**src/rtl/rt_pkg.sv**
```systemverilog
// Shared constants and segment-range helpers for the reduction-tree datapath.
// The carry-propagate adder uses them to split its carry chain into pipeline segments.
package rt_pkg;

  localparam int RT_W   = 32;
  localparam int RT_SEG = 8;

  function automatic int rt_nseg(input int w, input int seg);
    return w / seg;
  endfunction

  function automatic int rt_seg_lsb(input int k, input int seg);
    return k * seg;
  endfunction

  // The top segment also absorbs the two growth bits of sum + 2*carry.
  function automatic int rt_seg_width(input int k, input int nseg, input int seg);
    return (k == nseg - 1) ? seg + 2 : seg;
  endfunction

endpackage

```
**src/rtl/rt_cpa_seg.sv**
```systemverilog
// One carry-propagate stage: adds one operand segment plus carry-in and
// registers the sum segment, carry-out and valid bit under a shared enable.
module rt_cpa_seg #(
  parameter int SW = 8
) (
  input  logic          clk,
  input  logic          rst,
  input  logic          en,
  input  logic          in_vld,
  input  logic [SW-1:0] a,
  input  logic [SW-1:0] b,
  input  logic          cin,
  output logic [SW-1:0] sum,
  output logic          cout,
  output logic          vld
);

  logic [SW:0] add;

  assign add = {1'b0, a} + {1'b0, b} + {{SW{1'b0}}, cin};

  always_ff @(posedge clk) begin
    if (rst) begin
      vld  <= 1'b0;
      cout <= 1'b0;
    end else if (en) begin
      vld  <= in_vld;
      cout <= add[SW];
    end
  end

  // Sum data carries no reset; it is qualified by vld downstream.
  always_ff @(posedge clk) begin
    if (en) sum <= add[SW-1:0];
  end

endmodule

```
**src/rtl/rt_final_cpa.sv**
```systemverilog
// Pipelined final carry-propagate adder: result = sum_vec + 2*carry_vec,
// resolved SEG bits per stage with skewed operands and a global stall.
module rt_final_cpa
  import rt_pkg::*;
#(
  parameter int W   = RT_W,
  parameter int SEG = RT_SEG
) (
  input  logic         clk,
  input  logic         rst,
  input  logic         in_valid,
  output logic         in_ready,
  input  logic [W-1:0] sum_vec,
  input  logic [W-1:0] carry_vec,
  output logic         out_valid,
  input  logic         out_ready,
  output logic [W+1:0] result
);

  localparam int NSEG = rt_nseg(W, SEG);

  logic         en;
  logic [W+1:0] a_op;
  logic [W+1:0] b_op;
  logic [W+1:0] res_raw;

  assign en       = !out_valid || out_ready;
  assign in_ready = en;
  assign a_op     = {2'b00, sum_vec};
  assign b_op     = {1'b0, carry_vec, 1'b0};

  for (genvar k = 0; k < NSEG; k++) begin : g_st
    localparam int LSB = rt_seg_lsb(k, SEG);
    localparam int SW  = rt_seg_width(k, NSEG, SEG);
    localparam int UW  = W + 2 - LSB - SW;

    logic [SW-1:0] a_seg;
    logic [SW-1:0] b_seg;
    logic [SW-1:0] s;
    logic          cin;
    logic          vld_in;
    logic          cout;
    logic          vld;

    if (k == 0) begin : g_src
      assign a_seg  = a_op[SW-1:0];
      assign b_seg  = b_op[SW-1:0];
      assign cin    = 1'b0;
      assign vld_in = in_valid;
    end else begin : g_src
      assign a_seg  = g_st[k-1].g_fwd.a_q[SW-1:0];
      assign b_seg  = g_st[k-1].g_fwd.b_q[SW-1:0];
      assign cin    = g_st[k-1].cout;
      assign vld_in = g_st[k-1].vld;
    end

    rt_cpa_seg #(.SW(SW)) u_seg (
      .clk    (clk),
      .rst    (rst),
      .en     (en),
      .in_vld (vld_in),
      .a      (a_seg),
      .b      (b_seg),
      .cin    (cin),
      .sum    (s),
      .cout   (cout),
      .vld    (vld)
    );

    // Skew: operand bits above this segment move forward one stage per enable.
    if (UW > 0) begin : g_fwd
      logic [UW-1:0] a_q;
      logic [UW-1:0] b_q;
      if (k == 0) begin : g_ld
        always_ff @(posedge clk) begin
          if (en) begin
            a_q <= a_op[W+1:SW];
            b_q <= b_op[W+1:SW];
          end
        end
      end else begin : g_ld
        always_ff @(posedge clk) begin
          if (en) begin
            a_q <= g_st[k-1].g_fwd.a_q[UW+SW-1:SW];
            b_q <= g_st[k-1].g_fwd.b_q[UW+SW-1:SW];
          end
        end
      end
    end

    // Already-resolved lower result segments travel alongside.
    if (k > 0) begin : g_res
      logic [LSB-1:0] res_q;
      if (k == 1) begin : g_ld
        always_ff @(posedge clk) begin
          if (en) res_q <= g_st[0].s;
        end
      end else begin : g_ld
        always_ff @(posedge clk) begin
          if (en) res_q <= {g_st[k-1].s, g_st[k-1].g_res.res_q};
        end
      end
    end

    // The top carry-out is zero for any legal operand pair.
    if (k == NSEG - 1) begin : g_top
      always_ff @(posedge clk) begin
        if (!rst && vld) assert (!cout);
      end
    end
  end

  if (NSEG > 1) begin : g_out
    assign res_raw = {g_st[NSEG-1].s, g_st[NSEG-1].g_res.res_q};
  end else begin : g_out
    assign res_raw = g_st[0].s;
  end

  assign out_valid = g_st[NSEG-1].vld;
  assign result    = out_valid ? res_raw : '0;

endmodule

```
**config.mk**
```make
export PLATFORM = sky130hd
export DESIGN_NAME = rt_final_cpa
export DESIGN_NICKNAME = d
export VERILOG_FILES = /design/src/rtl/rt_pkg.sv /design/src/rtl/rt_cpa_seg.sv /design/src/rtl/rt_final_cpa.sv
export SDC_FILE = /design/constraint.sdc
export NUM_CORES = 1
export LEC_CHECK = 0
export CAP_MARGIN = 15
export CORE_MARGIN = 4
export CORE_UTILIZATION = 50
export DETAILED_ROUTE_END_ITERATION = 8
export GPL_TIMING_DRIVEN = 0
export PLACE_DENSITY = 0.79
export SETUP_SLACK_MARGIN = 0.15
export SLEW_MARGIN = 20
export SYNTH_ARGS = -nofsm -noshare
export SYNTH_HDL_FRONTEND = slang
export SYNTH_SLANG_ARGS = --single-unit
```
**constraint.sdc**
```tcl
create_clock -name clk -period 2.85 [get_ports clk]
set_clock_uncertainty 0.15 [all_clocks]
set_input_delay 0.57 -clock clk [delete_from_list [all_inputs] [get_ports clk]]
set_output_delay 0.57 -clock clk [all_outputs]
set_load 0.01 [all_outputs]
```
## Yosys cells after proc, flatten, opt, wreduce, memory -nomap -nowiden

Index checks and enable logic that the tools add are counted.

- Add/subtract/negate cells: 7
- $mul: 0
- Div/mod/pow operators: 0
- Magnitude comparators: 0
- Eq/ne operators: 0
- Shift-type cells: 0
- Mux-type cells: 1
- Bitwise operators: 0
- Reductions and logical operators: 2

Operator list:

| cell | number |
|---|---|
| $mux 34 | 1 |
| $add 8x8->9 | 3 |
| $add 9x1->9 | 2 |
| $add 10x1->10 | 1 |
| $add 8x9->10 | 1 |
| $logic_not 1->1 | 1 |
| $logic_or 1x1->1 | 1 |

- Register bits: 188
- Bits in latches: 0
- Bits in writable memories: 0
- Bits in read-only memories: 0
- Bits of input ports: 68
- Output and inout bits: 36
- Logic and storage cells: 30
- Memories kept: 0

## Longest topological paths before layout

Gate-level depths: netlist of the first run.

- Word-level depth: 2
- Depth in mapped cells: 8

## Cells and area by module

From an unflattened synthesis of the first run, not the netlist that was laid out.

- Cells, all modules: 425
- Area, all modules: 7469.7 µm²

Modules (own cells, without submodules):

| module | times used | cells an instance | area each (µm²) |
|---|---|---|---|
| rt_final_cpa | 1 | 186 | 4695.8 |
| rt_cpa_seg (g_st[3].u_seg) | 1 | 76 | 842.1 |
| rt_cpa_seg (g_st[1].u_seg) | 1 | 57 | 656.9 |
| rt_cpa_seg (g_st[2].u_seg) | 1 | 55 | 645.6 |
| rt_cpa_seg (g_st[0].u_seg) | 1 | 51 | 629.4 |

## Worst setup path before layout of the first run

OpenSTA, ideal clock, no wires.

- Kind: input to output
- Start: in out_ready
- End: out in_ready
- Arrival time: 1913 ps
- Data required time: 2130 ps
- Slack: 217 ps
- Cell stages on the path: 3
- Path through: nor2b_4 -> buf_6 -> inv_4

- Longest elaborated chain between the ends: 1

RTL lines:

| what | line | source |
|---|---|---|
| start, declared | rt_final_cpa.sv:16 | `input logic out_ready,` |
| $logic_or 1x1->1 | rt_final_cpa.sv:27 | `assign en = !out_valid \|\| out_ready;` |
| end, declared | rt_final_cpa.sv:12 | `output logic in_ready,` |

No other way between the ends.

## Worst setup path after layout of the first run

Ends and elaborated chain as after synthesis.

==> impl_metrics.env, run 1 <==
export IMPL_status="finished clean"
export IMPL_finalCritPeriodShare_pct=91.6
export IMPL_synth_seq_area_share_pct=78.0
export IMPL_drt_wirelength_per_cell_um=15.6
export IMPL_vias=3681
export IMPL_path_cells="clkdlybuf4s50_1, nor2b_4, buf_12, inv_16, buf_16, clkdlybuf4s15_1"
export IMPL_fin_area_mm2=0.00912
export IMPL_powerDensity_mw_per_mm2=691
export IMPL_crit_type="in -> out"
export IMPL_min_path_type="reg -> reg"
export IMPL_synth_top_area_share_pct=76.1
export IMPL_core_area_mm2=0.0139
export IMPL_io_pins=104
export IMPL_utilization_pct=65.4
export IMPL_routed_wl_um=11300
export IMPL_gr_usage_all_layers_pct=14.6
export IMPL_nNetsFinal=635
export IMPL_slowest_delay_ps=500
export IMPL_holdWs_ps=264
export IMPL_die_h_um=128
export IMPL_path_delay_family="buffers and inverters"
export IMPL_rsz0062_at_grt="no"
export IMPL_initial_utilization_pct=51.3
export IMPL_portBuffers=103
export IMPL_drtIter0Drc=208
export IMPL_dp_hpwl_um=7280
export IMPL_syn_nets=508
export IMPL_avgSynthCellArea_um2=17.6
export IMPL_drive_gt1_share_pct=8.81
export IMPL_irDropWorstVdd_mv=0.408
export IMPL_hold_viol_final=0
export IMPL_die_w_um=128
export IMPL_drt_pass1_iterations=4
export IMPL_remaining_drc_errors=0
export IMPL_power_leakage_nw=3.45
export IMPL_synthTopCellsByArea="edfxtp_1 (76%), ha_1 (4.9%), and2_1 (2.8%), dfxtp_1 (2.0%), fa_1 (2.0%)"
export IMPL_antenna_found_initial=0
export IMPL_ys_types=36
export IMPL_place_area_mm2=0.00844
export IMPL_synthCells=405
export IMPL_ant_nets=0
export IMPL_setup_viol=0
export IMPL_cts_hold_buffers=0
export IMPL_core_rowCount=43
export IMPL_n_fill_cell=936
export IMPL_synth_common_cells="edfxtp_1 (181), and2_1 (32), ha_1 (28)"
export IMPL_syn_area_mm2=0.00715
export IMPL_p_total_mw=6.30
export IMPL_htree_levels=4
export IMPL_crit_slowest_cell="clkdlybuf4s50_1"
export IMPL_async_flop_share_pct=0
export IMPL_maxCapViolations=0
export IMPL_cts_buffers=17
export IMPL_critPathBufInv=5
export IMPL_root_buffer="clkbuf_16"
export IMPL_tightest_slew_ps=365
export IMPL_antenna_cells=0
export IMPL_cts_buffer_depth=2
export IMPL_min_period_ps=2610
export IMPL_relSlewSlack_pct=75.4
export IMPL_syn2layout_area_growth_pct=27.6
export IMPL_end_kind="output pin"
export IMPL_worstSkewPairLatency_ps=420
export IMPL_synth_flop_cell="edfxtp_1"
export IMPL_synth_largest_area_cell="edfxtp_1"
export IMPL_cts_tree="done"
export IMPL_yosysWarnings=0
export IMPL_dieArea_mm2=0.0163
export IMPL_cp_start_kind="primary input"
export IMPL_critPathMaxFanout=25
export IMPL_synth_edf_count=181
export IMPL_gp_congestion=0.756
export IMPL_clk_pin_slew_ps=60
export IMPL_cp_required_ps=2130
export IMPL_cts_sinks=188
export IMPL_final_max_slew_viol_count=0
export IMPL_grt_max_degree=50
export IMPL_fmax_mhz=383
export IMPL_grt_pass1_wl_um=17700
export IMPL_ys_ff_latch=188
export IMPL_grt_remaining_overflow=0
export IMPL_grt_pass1_vias=3695
export IMPL_crit_arrival_ps=1890
export IMPL_viasPerCell=5.08
export IMPL_synth_most_common_cell="edfxtp_1"
==> placed cells by master (no fill, tap or decap), drive strengths merged, types with 5 or more instances in the layout <==
cell type | synthesis | layout
clkdlybuf4s50 | 0 | 102
nor3 | 7 | 7
o21ai | 10 | 10
fa | 7 | 7
dfxtp | 7 | 7
and2 | 36 | 36
xnor2 | 15 | 15
nand2 | 15 | 15
ha | 28 | 28
o21a | 7 | 7
a21oi | 15 | 15
edfxtp | 181 | 181
xor2 | 6 | 6
clkbuf | 3 | 25
nor2 | 19 | 19
inv | 16 | 20
a211oi | 5 | 5
==> path summary, 6_finish.rpt <==
| path | from | end | slack [ps] | cells past startpoint |
|---|---|---|---|---|
| worst max-delay path | out_ready | in_ready | 240 | 6 |
| worst min-delay path | g_st[1].g_res.res_q[1] | g_st[2].g_res.res_q[1] | 260 | 0 |
| worst max register to register | g_st[0].g_fwd.a_q[0] | g_st[1].u_seg.cout | 440 | 7 |
| worst min register to register | g_st[1].g_res.res_q[1] | g_st[2].g_res.res_q[1] | 260 | 0 |
==> through the flow <==
step / instances / setup slack [ps] / TNS [ps]
2_1_floorplan: 405 / 217 / 0
3_3_place_gp: 688 / -1460 / -95470
3_5_place_dp: 689 / -739 / -928
4_1_cts: 725 / 132 / 0
5_1_grt: 725 / 153 / 0
6_report: 725 / 239 / 0
==> logic make-up after synthesis <==
kind of cell	synth area share (%)
buffers and inverters	1.19
AOI/OAI and AO/OA	4.76
adders and majority gates	6.86
xor gates and xnor gates	2.57
and+or+nand+nor	6.60
DFF	78.0
==> metal layers <==
metal,vias to the layer above,wire [um],track usage (%),share of wire [%]
met5,-,0,0,0
li1,1777,-,-,-
met2,103,6140,26.5,54
met4,0,231,6.88,2.0
met1,1784,4240,15.2,38
met3,17,655,4.85,5.8
==> worst register-to-register path, cell delays in order (launching register included) <==
cell and delay, ps:
edfxtp_1 400, fa_1 460, fa_1 440, a211oi_1 250
o21bai_1 140, a31oi_1 230, o21a_1 160, nor3_1 50
==> area by class of cell <==
cell class,count,area (um^2),share of cell area [%]
sequential,188,5580,61.1
buffer,4,33.8,0.370
tap,180,225,2.47
inverter,16,76.3,0.837
clock inverter,10,116,1.28
timing repair buffer,106,1120,12.3
multi-input combinational,197,1490,16.3
timing repair inverter,2,17.5,0.192
clock buffer,22,464,5.09
==> flip-flops by register name (all words and copies together) (netlist names) <==
register          cells
g_st.g_fwd.b_q       51
g_st.g_res.res_q     48
g_st.g_fwd.a_q       48
g_st.u_seg.sum       34
g_st.u_seg.cout       3
g_st.u_seg.vld        4
==> timing repair <==
| item | CTS | global route |
|---|---|---|
| endpoints found under the hold margin | 0 | 0 |
| cloned | 4 | 0 |
| setup endpoints to repair | 31 | 1 |
| resized for setup | 6 | 3 |
| setup buffers | 0 | 0 |
==> report_power, final <==
part	total, mW	internal (mW)	switching [mW]
registers	3.53	3.44	0.0867
clock network	2.29	1.34	0.944
logic	0.485	0.262	0.223
Power figures use the tool's default switching activity.
==> run 2, diff against run 1 <==
SLEW_MARGIN = 10   (was 20)
SYNTH_HIERARCHICAL = 1   (was not set)
==> run 2 against run 1 <==
Net effect: area after synthesis is 3.8% higher; setup slack worse by 14 ps; maximum frequency shrank 0.52%; combinational power up 7.2%; total power fell by 3.2%; die area increased by 3.6%; synthesized cell count is 3.2% higher; worst hold slack gained 3.1 ps; critical path type unchanged; largest power group unchanged.
==> impl_metrics.env, run 2 <==
export IMPL_crit_slowest_cell="clkdlybuf4s50_1"
export IMPL_ant_nets=0
export IMPL_antenna_cells=0
export IMPL_clk_pin_slew_ps=60
export IMPL_cts_buffer_depth=2
export IMPL_cts_buffers=17
export IMPL_rr_endpoint="g_st[2].u_seg/sum[6]"
export IMPL_p_int_mw=4.84
export IMPL_drive_gt1_share_pct=16.8
export IMPL_regToRegSetupSlack_ps=390
export IMPL_cp_start_kind="primary input"
export IMPL_switching_share_pct=20.7
export IMPL_crit_type="in -> out"
export IMPL_core_area_mm2=0.0145
export IMPL_cts_tree="done"
export IMPL_slowest_delay_ps=440
export IMPL_rsz0062_at_grt="yes"
export IMPL_crit_path_frequent_cell="buf_16"
export IMPL_worstSkewPairLatency_ps=420
export IMPL_met3_usage_pct=3.93
export IMPL_vias=3809
export IMPL_routed_wl_um=11600
export IMPL_gp_congestion=0.828
export IMPL_synthCells=418
export IMPL_finalCritPeriodShare_pct=92.1
export IMPL_syn_area_mm2=0.00742
export IMPL_critPathMaxFanout=25
export IMPL_top_regs="g_st.g_fwd.b_q (51), g_st.g_fwd.a_q (48), g_st.g_res.res_q (48)"
export IMPL_r2r_cells=5
export IMPL_largest_register="g_st.g_fwd.b_q"
export IMPL_placed_cells=712
export IMPL_irDropWorstVdd_mv=0.437
export IMPL_initial_utilization_pct=51.0
export IMPL_place_area_mm2=0.00877
export IMPL_drtIter0Drc=230
export IMPL_dp_hpwl_um=7900
export IMPL_rr_startpoint="g_st[1].g_fwd.a_q[0]"
export IMPL_final_max_slew_viol_count=0
export IMPL_p_total_mw=6.10
export IMPL_min_path_type="reg -> reg"
export IMPL_critPathBufInv=4
export IMPL_end_kind="output pin"
export IMPL_htree_levels=4
export IMPL_fin_area_mm2=0.00939
export IMPL_antenna_found_initial=0
export IMPL_power_switching_mw=1.26
export IMPL_worst_path_stages=5
export IMPL_grt_pass1_vias=3941
export IMPL_gr_usage_all_layers_pct=14.6
export IMPL_powerDensity_mw_per_mm2=650
export IMPL_min_period_ps=2620
export IMPL_seqPwrFrac_pct=58.1
export IMPL_maxCapViolations=0
export IMPL_holdWs_ps=267
export IMPL_die_h_um=130
export IMPL_cts_hold_buffers=0
export IMPL_drt_wirelength_per_cell_um=15.5
export IMPL_nNetsFinal=658
export IMPL_crit_start="out_ready"
export IMPL_yosysWarnings=6
export IMPL_grt_max_degree=68
export IMPL_root_buffer="clkbuf_16"
export IMPL_path_delay_family="buffers and inverters"
export IMPL_met1_usage_pct=16.0
export IMPL_power_leakage_nw=3.62
export IMPL_avgSynthCellArea_um2=17.7
export IMPL_layout_common_cells="edfxtp_1 (181), clkdlybuf4s50_1 (102), and2_2 (35)"
export IMPL_grt_pass1_wl_um=18700
export IMPL_cts_sinks=188
export IMPL_setup_viol=0
export IMPL_remaining_drc_errors=0
export IMPL_fmax_mhz=381
export IMPL_met2_usage_pct=26.3
export IMPL_drt_pass1_iterations=4
export IMPL_path_cells="clkdlybuf4s50_1, or2b_4, buf_16, buf_16, clkdlybuf4s15_1"
export IMPL_io_pins=104
export IMPL_cp_required_ps=2130
export IMPL_grt_busiest_layer="met2"
export IMPL_hold_viol_final=0
export IMPL_dieArea_mm2=0.0168
export IMPL_portBuffers=103
export IMPL_core_rowCount=44
export IMPL_die_w_um=130
export IMPL_largest_register_ff_count=51
export IMPL_viasPerCell=5.09
export IMPL_final_cell_count_no_fill=749
export IMPL_grt_remaining_overflow=0
export IMPL_mostFrequentLayoutCell="edfxtp_1"
export IMPL_combPwrFrac_pct=8.5
export IMPL_status="finished clean"
export IMPL_crit_arrival_ps=1900
export IMPL_p_clk_share_pct=33.4
export IMPL_endpoint="in_ready"
export IMPL_syn2layout_area_growth_pct=26.5
-- run 2: cell types whose count changed in the layout (fill, tap and decap cells not counted), moves of 5 or more --
cell	before	now
and2_2	4	35
a21oi_2	0	5
and2_1	32	0
nor3_1	6	1
o21ai_0	8	3
mux2i_1	0	5
conb_1	0	5
o21a_1	7	1
-- run 2: worst register-to-register path, delay by kind of cell, from the launching register on --
kind / cells / cell delay (ps)
compound gates: 2 / 620
xor+xnor: 1 / 120
flops: 1 / 410
fa+ha+maj: 2 / 910
-- run 2: area by class of cell --
class	count	area, um^2
Timing Repair Buffer	110	1190
Inverter	16	60.1
Sequential cell	188	5580
Fill cell	1041	5150
Tap cell	184	230
Clock buffer	22	444
Buffer	4	20.0
Clock inverter	10	70.1
Multi-Input combinational cell	215	1790
-- run 2: power by group through the flow --
stage / Sequential (mW) / Combinational (mW) / Clock (mW)
final: 3.54 / 0.520 / 2.04
after global routing: 3.58 / 0.575 / 2.22
after floorplan: 3.56 / 0.322 / 0
after CTS: 3.55 / 0.519 / 2.09
after detailed placement: 3.61 / 0.511 / 0
after global placement: 3.58 / 0.478 / 0
-- run 2: stage by stage --
step / TNS, ps / setup WS, ps / util [%]
final: 0 / 226 / 64.6
after global routing: 0 / 137 / 64.6
after CTS: 0 / 153 / 64.6
after detailed placement: -595 / -595 / 60.3
after global placement: -111740 / -1560 / 59.8
after floorplan: 0 / 135 / -
-- run 2: timing repair --
item | CTS | global route
setup endpoints to repair | 23 | 3
cloned | 3 | 0
buffers inserted | 2 | 0
resized for setup | 4 | 2
-- run 2: worst min-delay path by stage --
stage	from	endpoint	slack, ps	cells past startpoint
global placement	g_st[2].g_res.res_q[5]	g_st[3].g_res.res_q[5]	250	0
global route	g_st[0].g_fwd.b_q[17]	g_st[1].g_fwd.b_q[9]	270	0
floorplan	g_st[0].g_fwd.a_q[8]	g_st[1].g_fwd.a_q[0]	250	0
finish	g_st[2].u_seg/sum[7]	g_st[3].g_res.res_q[23]	270	0
detailed placement	g_st[0].g_fwd.b_q[22]	g_st[1].g_fwd.b_q[14]	250	0
CTS	g_st[0].g_fwd.b_q[21]	g_st[1].g_fwd.b_q[13]	270	0
-- run 2: layer usage --
layer	up-vias	wire [um]
met5	-	0
met4	0	204
met3	20	550
met2	100	6530
met1	1845	4360
li1	1844	-
